`src/rtl/instruction_encoder.sv`:
```
// RV32I field-to-word encoder feeding an instruction RAM write port.
// Accepts one request every two cycles, range-checks immediates and tracks fill level.
module instruction_encoder #(
  parameter int ADDR_WIDTH = 8,
  parameter int DEPTH      = 256,
  parameter int BASE_ADDR  = 0
) (
  input  logic                  clk_i,
  input  logic                  rst_ni,
  input  logic                  clear_i,
  input  logic                  valid_i,
  output logic                  ready_o,
  input  logic [2:0]            format_i,
  input  logic [6:0]            opcode_i,
  input  logic [2:0]            funct3_i,
  input  logic [6:0]            funct7_i,
  input  logic [4:0]            rs1_i,
  input  logic [4:0]            rs2_i,
  input  logic [4:0]            rd_i,
  input  logic [31:0]           imm_i,
  output logic                  mem_we_o,
  output logic [ADDR_WIDTH-1:0] mem_addr_o,
  output logic [31:0]           mem_wdata_o,
  output logic                  err_o,
  output logic [ADDR_WIDTH:0]   count_o,
  output logic                  full_o
);

  localparam logic [ADDR_WIDTH-1:0] BASE    = ADDR_WIDTH'(BASE_ADDR);
  localparam logic [ADDR_WIDTH:0]   DEPTH_C = (ADDR_WIDTH+1)'(DEPTH);

  typedef enum logic [2:0] {
    FMT_R = 3'd0, FMT_I = 3'd1, FMT_S = 3'd2,
    FMT_B = 3'd3, FMT_U = 3'd4, FMT_J = 3'd5
  } fmt_t;

  typedef struct packed {
    logic [2:0]  fmt;
    logic [6:0]  opcode;
    logic [2:0]  funct3;
    logic [6:0]  funct7;
    logic [4:0]  rs1;
    logic [4:0]  rs2;
    logic [4:0]  rd;
    logic [31:0] imm;
  } req_t;

  typedef struct packed {
    logic        legal;
    logic [31:0] word;
  } enc_t;

  typedef enum logic [1:0] {IDLE, WRITE, FULL} state_t;

  // True when bits [31:lsb] are a pure sign extension of bit lsb.
  function automatic logic sext_ok(input logic [31:0] v, input int lsb);
    logic ones, zeros;
    ones  = 1'b1;
    zeros = 1'b1;
    for (int b = 0; b < 32; b++) begin
      if (b >= lsb) begin
        ones  = ones & v[b];
        zeros = zeros & ~v[b];
      end
    end
    return ones | zeros;
  endfunction

  function automatic enc_t encode(input req_t r);
    enc_t e;
    e.legal = 1'b0;
    e.word  = 32'h0;
    case (r.fmt)
      FMT_R: begin
        e.legal = 1'b1;
        e.word  = {r.funct7, r.rs2, r.rs1, r.funct3, r.rd, r.opcode};
      end
      FMT_I: begin
        e.legal = sext_ok(r.imm, 11);
        e.word  = {r.imm[11:0], r.rs1, r.funct3, r.rd, r.opcode};
      end
      FMT_S: begin
        e.legal = sext_ok(r.imm, 11);
        e.word  = {r.imm[11:5], r.rs2, r.rs1, r.funct3, r.imm[4:0], r.opcode};
      end
      FMT_B: begin
        e.legal = sext_ok(r.imm, 12) && !r.imm[0];
        e.word  = {r.imm[12], r.imm[10:5], r.rs2, r.rs1, r.funct3,
                   r.imm[4:1], r.imm[11], r.opcode};
      end
      FMT_U: begin
        e.legal = (r.imm[11:0] == 12'h0);
        e.word  = {r.imm[31:12], r.rd, r.opcode};
      end
      FMT_J: begin
        e.legal = sext_ok(r.imm, 20) && !r.imm[0];
        e.word  = {r.imm[20], r.imm[10:1], r.imm[11], r.imm[19:12], r.rd, r.opcode};
      end
      default: begin
        e.legal = 1'b0;
        e.word  = 32'h0;
      end
    endcase
    return e;
  endfunction

  state_t                state_q, state_d;
  logic [ADDR_WIDTH:0]   count_q;
  logic                  we_q, err_q;
  logic [ADDR_WIDTH-1:0] addr_q;
  logic [31:0]           wdata_q;
  req_t                  req;
  enc_t                  enc;
  logic                  accept;
  logic [ADDR_WIDTH:0]   count_next;

  assign req = '{fmt: format_i, opcode: opcode_i, funct3: funct3_i, funct7: funct7_i,
                 rs1: rs1_i, rs2: rs2_i, rd: rd_i, imm: imm_i};
  assign enc = encode(req);

  // A clear in the same cycle as valid_i wins, so the request is not taken.
  assign ready_o    = (state_q == IDLE) && !clear_i;
  assign accept     = valid_i && ready_o;
  assign count_next = count_q + {{ADDR_WIDTH{1'b0}}, we_q};

  always_comb begin
    state_d = state_q;
    if (clear_i) begin
      state_d = IDLE;
    end else begin
      case (state_q)
        IDLE:    if (accept) state_d = WRITE;
        WRITE:   state_d = (count_next == DEPTH_C) ? FULL : IDLE;
        FULL:    state_d = FULL;
        default: state_d = IDLE;
      endcase
    end
  end

  always_ff @(posedge clk_i or negedge rst_ni) begin
    if (!rst_ni) state_q <= IDLE;
    else         state_q <= state_d;
  end

  // Encoding happens at accept so the strobe and word are registered for the WRITE cycle.
  always_ff @(posedge clk_i or negedge rst_ni) begin
    if (!rst_ni) begin
      we_q    <= 1'b0;
      err_q   <= 1'b0;
      addr_q  <= BASE;
      wdata_q <= 32'h0;
      count_q <= '0;
    end else if (clear_i) begin
      we_q    <= 1'b0;
      err_q   <= 1'b0;
      addr_q  <= BASE;
      count_q <= '0;
    end else begin
      we_q  <= 1'b0;
      err_q <= 1'b0;
      if (accept) begin
        we_q   <= enc.legal;
        err_q  <= !enc.legal;
        addr_q <= BASE + count_q[ADDR_WIDTH-1:0];
        if (enc.legal) wdata_q <= enc.word;
      end
      if (state_q == WRITE) count_q <= count_next;
    end
  end

  // clear_i cancels a strobe already registered for this cycle.
  assign mem_we_o    = we_q && !clear_i;
  assign err_o       = err_q && !clear_i;
  assign mem_addr_o  = addr_q;
  assign mem_wdata_o = wdata_q;
  assign count_o     = count_q;
  assign full_o      = (count_q == DEPTH_C);

endmodule

```
`config.mk`:
```
export PLATFORM = sky130hd
export DESIGN_NAME = instruction_encoder
export DESIGN_NICKNAME = d
export VERILOG_FILES = /design/src/rtl/instruction_encoder.sv
export SDC_FILE = /design/constraint.sdc
export NUM_CORES = 1
export LEC_CHECK = 0
export ABC_AREA = 1
export ABC_CLOCK_PERIOD_IN_PS = 1450
export CORE_AREA = 2 2 91 93
export CTS_CLUSTER_DIAMETER = 100
export DETAILED_ROUTE_END_ITERATION = 8
export DIE_AREA = 0 0 93 95
export HOLD_SLACK_MARGIN = 0.06
export PLACE_DENSITY = 0.75
export RECOVER_POWER = 50
export SYNTH_ARGS = -nofsm -noshare
export SYNTH_HDL_FRONTEND = slang
export SYNTH_SLANG_ARGS = --single-unit
```
`constraint.sdc`:
```
create_clock -name clk_i -period 1.45 [get_ports clk_i]
set_input_delay 0.29 -clock clk_i [delete_from_list [all_inputs] [get_ports clk_i]]
set_output_delay 0.29 -clock clk_i [all_outputs]
set_load 0.005 [all_outputs]
```
### Word-level counts from Yosys, hierarchy flattened

Cells that the tools add are included.

* $add $sub $neg: 1
* eq/ne operators: 10
* muxes and demuxes: 161
* bitwise operators: 166
* reduce and logical (&&, ||, !) cells: 15

Operators by type and width (number)
* case mux 33 bit (6 select lines): 1
* two-way mux 1 bit: 152
* AND 1 bit: 140
* NOT 1 bit: 22
* == test 9 bit (second input constant): 2
* two-way mux 9 bit: 2
* two-way mux 8 bit: 2
* logical NOT 12 bit: 1
* adder 9 x 1 -> 9 bit: 1
* == test 3 x 2 -> 1 bit (second input constant): 2
* == test 3 bit (second input constant): 2
* logical AND 1 bit: 6
* two-way mux 2 bit: 3
* case mux 2 bit (3 select lines): 1
* bitwise OR 1 bit: 4
* nonzero test 2 bit: 2
* == test 3 x 1 -> 1 bit (second input constant): 1
* logical NOT 1 bit: 3
* logical NOT 3 bit: 1
* inequality test 3 bit (second input constant): 1
* AND reduction 3 bit: 1
* == test 2 x 1 -> 1 bit (second input constant): 1
* == test 2 bit (second input constant): 1
* logical NOT 2 bit: 1

* flip-flop bits (word level): 53
* input bits: 71
* output and inout port bits: 53

### Logic depth before layout (Yosys ltp)

* depth in word-level cells: 47
* mapped depth: 13
* gate-level depth less buffers: 12

### Worst setup path after synthesis

OpenSTA, ideal clock, no wires.

* path kind: reg2reg
* from: reg count_q[0], in the netlist count_o[0]
* to: reg state_q[1]
* library setup time: 0.077 ns
* arrival: 1.445 ns
* data required time: 1.373 ns
* slack: -0.073 ns
* cell stages (with the launch flop): 10
* period minus slack after synthesis: 1.523 ns
* cell sequence: dfrtp_1 -> ha_1 -> ha_1 -> nor2_1 -> nand2_1 -> nor2_1 -> nand3_1 -> nor2_1 -> nand4_1 -> a21oi_1

* longest elaborated chain between the ends: 5

RTL lines
* start: declaration: line 108 `logic [ADDR_WIDTH:0] count_q;`
* start signal: assignment: line 167 `if (state_q == WRITE) count_q <= count_next;`
* adder 9 x 1 -> 9 bit: line 124 `assign count_next = count_q + {{ADDR_WIDTH{1'b0}}, we_q};`
* == test 9 bit: line 133 `WRITE: state_d = (count_next == DEPTH_C) ? FULL : IDLE;`
* two-way mux 2 bit: line 133
* case mux 2 bit (3 select lines): line 131 `case (state_q)`
* two-way mux 2 bit: line 128 `if (clear_i) begin`
* end signal: assignment: line 142 `else state_q <= state_d;`
* end: declaration: line 107 `state_t state_q, state_d;`

Every way passes these cells.
A chain may end at the register's enable or synchronous reset.

### Worst setup path in the final report

Same ends and word-level chain as after synthesis.

==> results.tsv <==
metric	value	unit
launching point of the worst reg2reg path	count_o[0]	
clk buf depth	2	
initial cell density of the core	37.6	%
highest clock rate	581	MHz
overall fraction of global-route tracks in use	24.4	%
wire length of the first global-routing pass	17100	um
highest-delay cell along the critical path	sky130_fd_sc_hd__dfrtp_1	
Synth Area per Inst	7.16	um^2
Fill cells	653	
post-route setup TNS	-0.439	ns
unique cell type count in the Yosys netlist	30	
net switching power of the design	1.15	mW
post-synth net total	490	
relative contribution of the clock network to total power	22.7	%
ranking of synthesized cells by area	sky130_fd_sc_hd__dfrtp_1 44%, sky130_fd_sc_hd__nand2_1 21%, sky130_fd_sc_hd__nand3_1 12%, sky130_fd_sc_hd__inv_1 3.9%, sky130_fd_sc_hd__o21ai_0 3.0%	
summed instance area of the synthesized netlist	2980	um^2
total instance count after detailed placement	696	
critical path's most frequent cell	sky130_fd_sc_hd__ha_4	
Top Family by Delay on Critical Path	simple AND/OR/NAND/NOR gates	
critical-path maximum fanout	2	
drt drc	0	
final core utilization	67.8	%
portion of netlist area occupied by mux cells	0	%
fraction of power spent switching nets	30.1	%
final worst setup slack	-0.270	ns
Relative slew margins	51.5	%
final hold slack	0.337	ns
Max Transition Viols Final	0	
minimum clock period	1.72	ns
reg-to-reg critical path endpoint	state_q[1]	
Finished Cell Area	5370	um^2
critical path startpoint	count_o[0]	
later-pin clock latency in the skew report	0.31	ns
crit start category	register	
final routed wirelength across all metal layers	11200	um
post-route non-filler standard cell count	730	
number of antenna violations at the first check in global routing	0	
global-route congestion overflow total	0	
CTS tree	built	
post-layout power	3.83	mW
IO buf count	123	
power per standard cell area	712	nW/um^2
critical path required time	1.69	ns
combined area of the multi-input logic cells	1760	um^2
clock slew at reported path FFs	0.09	ns
warnings from Yosys	0	
number of stages on the worst hold path	5	
cell leakage power	2.86	nW
cell count of the worst reg-to-reg path	10	
internal reg-to-reg setup slack	-0.27	ns
sequential group share of total power	46.6	%
Top Ports	124	
die height	95	um
sequential element share of the synthesized area	44.4	%
count of routing violations after the opening detailed-route iteration	154	
HP Class	in -> reg	
CP arrival	1.96	ns
Final Cycle Share	119	%
number of nets in the finished design	698	
post-DR vias/cell	5.14	
RSZ-0062 raised after global routing	yes	
synthesized flop and latch total	53	
largest family of logic cells by synthesized area	simple AND/OR/NAND/NOR gates	
CP Cell Sequence	buf_6 > ha_4 > ha_4 > nor2_4 > nand2_2 > nor2_2 > nand3_1 > nor2_1 > nand4_1 > a21oi_2	
worst vdd ir	0.400	mV
clock skew after layout	0.00692	ns
Post-Syn Instances	417	
largest stage delay on the critical path	0.40	ns
antenna cell count	0	
pin count of the biggest net entering global routing	54	
area fraction in compound gates after synthesis	6.67	%
Buf/Inv on CP	1	
number of core rows	33	
outcome	complete, but fails checks	
Comb power frac	30.7	%
final number of hold-violating endpoints	0	
pre-CTS WS	-0.635	ns
GP Congestion	0.905	
floorplan die area	8840	um^2
share of layout cells above drive strength 1	28.6	%
area added between synthesis and finish	80.0	%
number of endpoints failing setup at the final stage	2	
post-synthesis share of cell area spent on and, or, nand and nor gates	39.6	%
Worst Path Class, Setup	reg -> reg	
number of antenna-violating nets in the routed design	0	
count of max-cap constraint violations	0	
transition at the pin with the smallest max-transition slack	0.728	ns
clock sink total	53	
routed len/inst	15.4	um
sort of element at the end of the critical path	register	
CTS Buf Count	5	
Internal Dissipation	2.67	mW
root cell of the clock tree	sky130_fd_sc_hd__clkbuf_8	
violated checks	negative setup slack	
sequential cell area	1330	um^2
Placement Cell Area	4770	um^2
width of the die	93	um
capture point of the worst path	state_q[1]	
core outline area	7930	um^2
area fraction of the dominant cell type after synthesis	44.4	%
via count	3751	
critical path depth	10	
via count of the first global-routing pass	3639	
cell type contributing the most total cell area after synthesis	sky130_fd_sc_hd__dfrtp_1	
first-pass iteration count of the detailed router	6	
level count of the clock H-tree	2	
post-synthesis adder-cell area fraction	0.839	%
post-synthesis share of cell area spent on xor and xnor gates	0.881	%
placed wire-length estimate after detailed placement	7420	um
[what timing repair did]
| item | CTS | global route |
|---|---|---|
| pin swaps | 19 | 28 |
| gates resized for setup | 130 | 79 |
| endpoints found under the hold margin | 53 | 0 |
| buffers inserted | 12 | 6 |
| setup endpoints to repair | 91 | 45 |
| hold buffers | 1 | 0 |
| gates cloned | 6 | 3 |
[cell families (layout without fill, tap and decap cells)]
logic type | Yosys count | after routing
AOI/OAI and AO/OA | 34 | 34
xor gates and xnor gates | 3 | 3
DFF | 53 | 53
buffers and inverters | 49 | 252
adders and majority gates | 2 | 2
and+or+nand+nor | 276 | 281
[routing by layer]
layer / part of all wire (%) / up-vias / wire (um) / track usage (%)
li1: - / 1775 / - / -
met1: 40 / 1811 / 4500 / 29.6
met2: 52 / 138 / 5810 / 44.2
met3: 5.4 / 27 / 607 / 3.43
met4: 2.8 / 0 / 319 / 8.95
met5: 0 / - / 0 / 0
[worst min path at each step]
stage	start	slack, ns	to
finish	imm_i[17]	0.34	mem_wdata_o[17]
global route	imm_i[17]	0.40	mem_wdata_o[17]
CTS	clear_i	0.41	state_q[1]
detailed placement	rst_ni	0.31	mem_wdata_o[8]
global placement	rst_ni	0.30	mem_wdata_o[8]
floorplan	rst_ni	-0.006	count_o[0]
[registers in the layout (all words and copies together) (netlist names)]
signal	count
count_o	9
mem_wdata_o	32
err_q	1
mem_addr_o	8
we_q	1
state_q	2
[power by group through the flow]
stage,Combinational [mW],Sequential (mW),Clock (mW)
finish,1.18,1.78,0.867
global route,1.29,1.81,0.935
CTS,1.11,1.78,0.889
detailed placement,1.17,1.81,0
global placement,1.14,1.81,0
floorplan,0.326,1.82,0
[cell usage in the layout, fill, tap and decap left out, drive strengths merged, types with 3 or more instances in the layout]
cell / synthesis / final
inv: 35 / 35
nand2: 168 / 173
dlygate4sd2: 0 / 64
clkdlybuf4s15: 0 / 5
nand3: 70 / 70
o211ai: 6 / 6
o21ai: 19 / 19
nand4: 3 / 3
dfrtp: 53 / 53
nor3: 7 / 7
clkdlybuf4s50: 0 / 33
buf: 10 / 84
a21oi: 3 / 3
nor2: 26 / 26
dlymetal6s2s: 0 / 7
clkbuf: 3 / 20
o22ai: 5 / 5
[final cells by class]
type | count | share of cell area, %
multi-input cells | 320 | 32.7
clock buffers | 6 | 1.54
clock inverters | 1 | 0.140
flip-flops and latches | 53 | 24.7
repair buffers | 209 | 35.7
well taps | 105 | 2.45
inverters | 36 | 2.79
[synthesized netlist by cell type]
library cell                count
sky130_fd_sc_hd__inv_1         31
sky130_fd_sc_hd__xnor2_1        1
sky130_fd_sc_hd__o211ai_1       6
sky130_fd_sc_hd__xor2_1         2
sky130_fd_sc_hd__ha_1           2
sky130_fd_sc_hd__o21ai_0       18
sky130_fd_sc_hd__a21oi_1        2
sky130_fd_sc_hd__nand3_1       69
sky130_fd_sc_hd__nor2_2         1
sky130_fd_sc_hd__nand2_4        2
sky130_fd_sc_hd__buf_6          3
sky130_fd_sc_hd__buf_2          3
sky130_fd_sc_hd__nand3_2        1
sky130_fd_sc_hd__clkinv_1       1
sky130_fd_sc_hd__nand2_2        3
sky130_fd_sc_hd__nor2_4         1
sky130_fd_sc_hd__clkbuf_1       3
sky130_fd_sc_hd__nor4_1         1
sky130_fd_sc_hd__nor2_1        24
sky130_fd_sc_hd__or2_1          1
sky130_fd_sc_hd__nor3_1         7
sky130_fd_sc_hd__buf_4          4
sky130_fd_sc_hd__inv_2          4
sky130_fd_sc_hd__nand2_1      163
sky130_fd_sc_hd__a21oi_2        1
sky130_fd_sc_hd__o2111ai_1      1
sky130_fd_sc_hd__o21ai_1        1
sky130_fd_sc_hd__o22ai_1        5
sky130_fd_sc_hd__nand4_1        3
sky130_fd_sc_hd__dfrtp_1       53
[worst register-to-register path: cells and delay by family (launching register included)]
family,cells,cell delay (ns)
adders and majority gates,2,0.37
AOI/OAI and AO/OA,1,0.17
and+or+nand+nor,6,0.59
DFF,1,0.40
buffers and inverters,1,0.12
No activity file was read; power rests on OpenSTA's default activity.
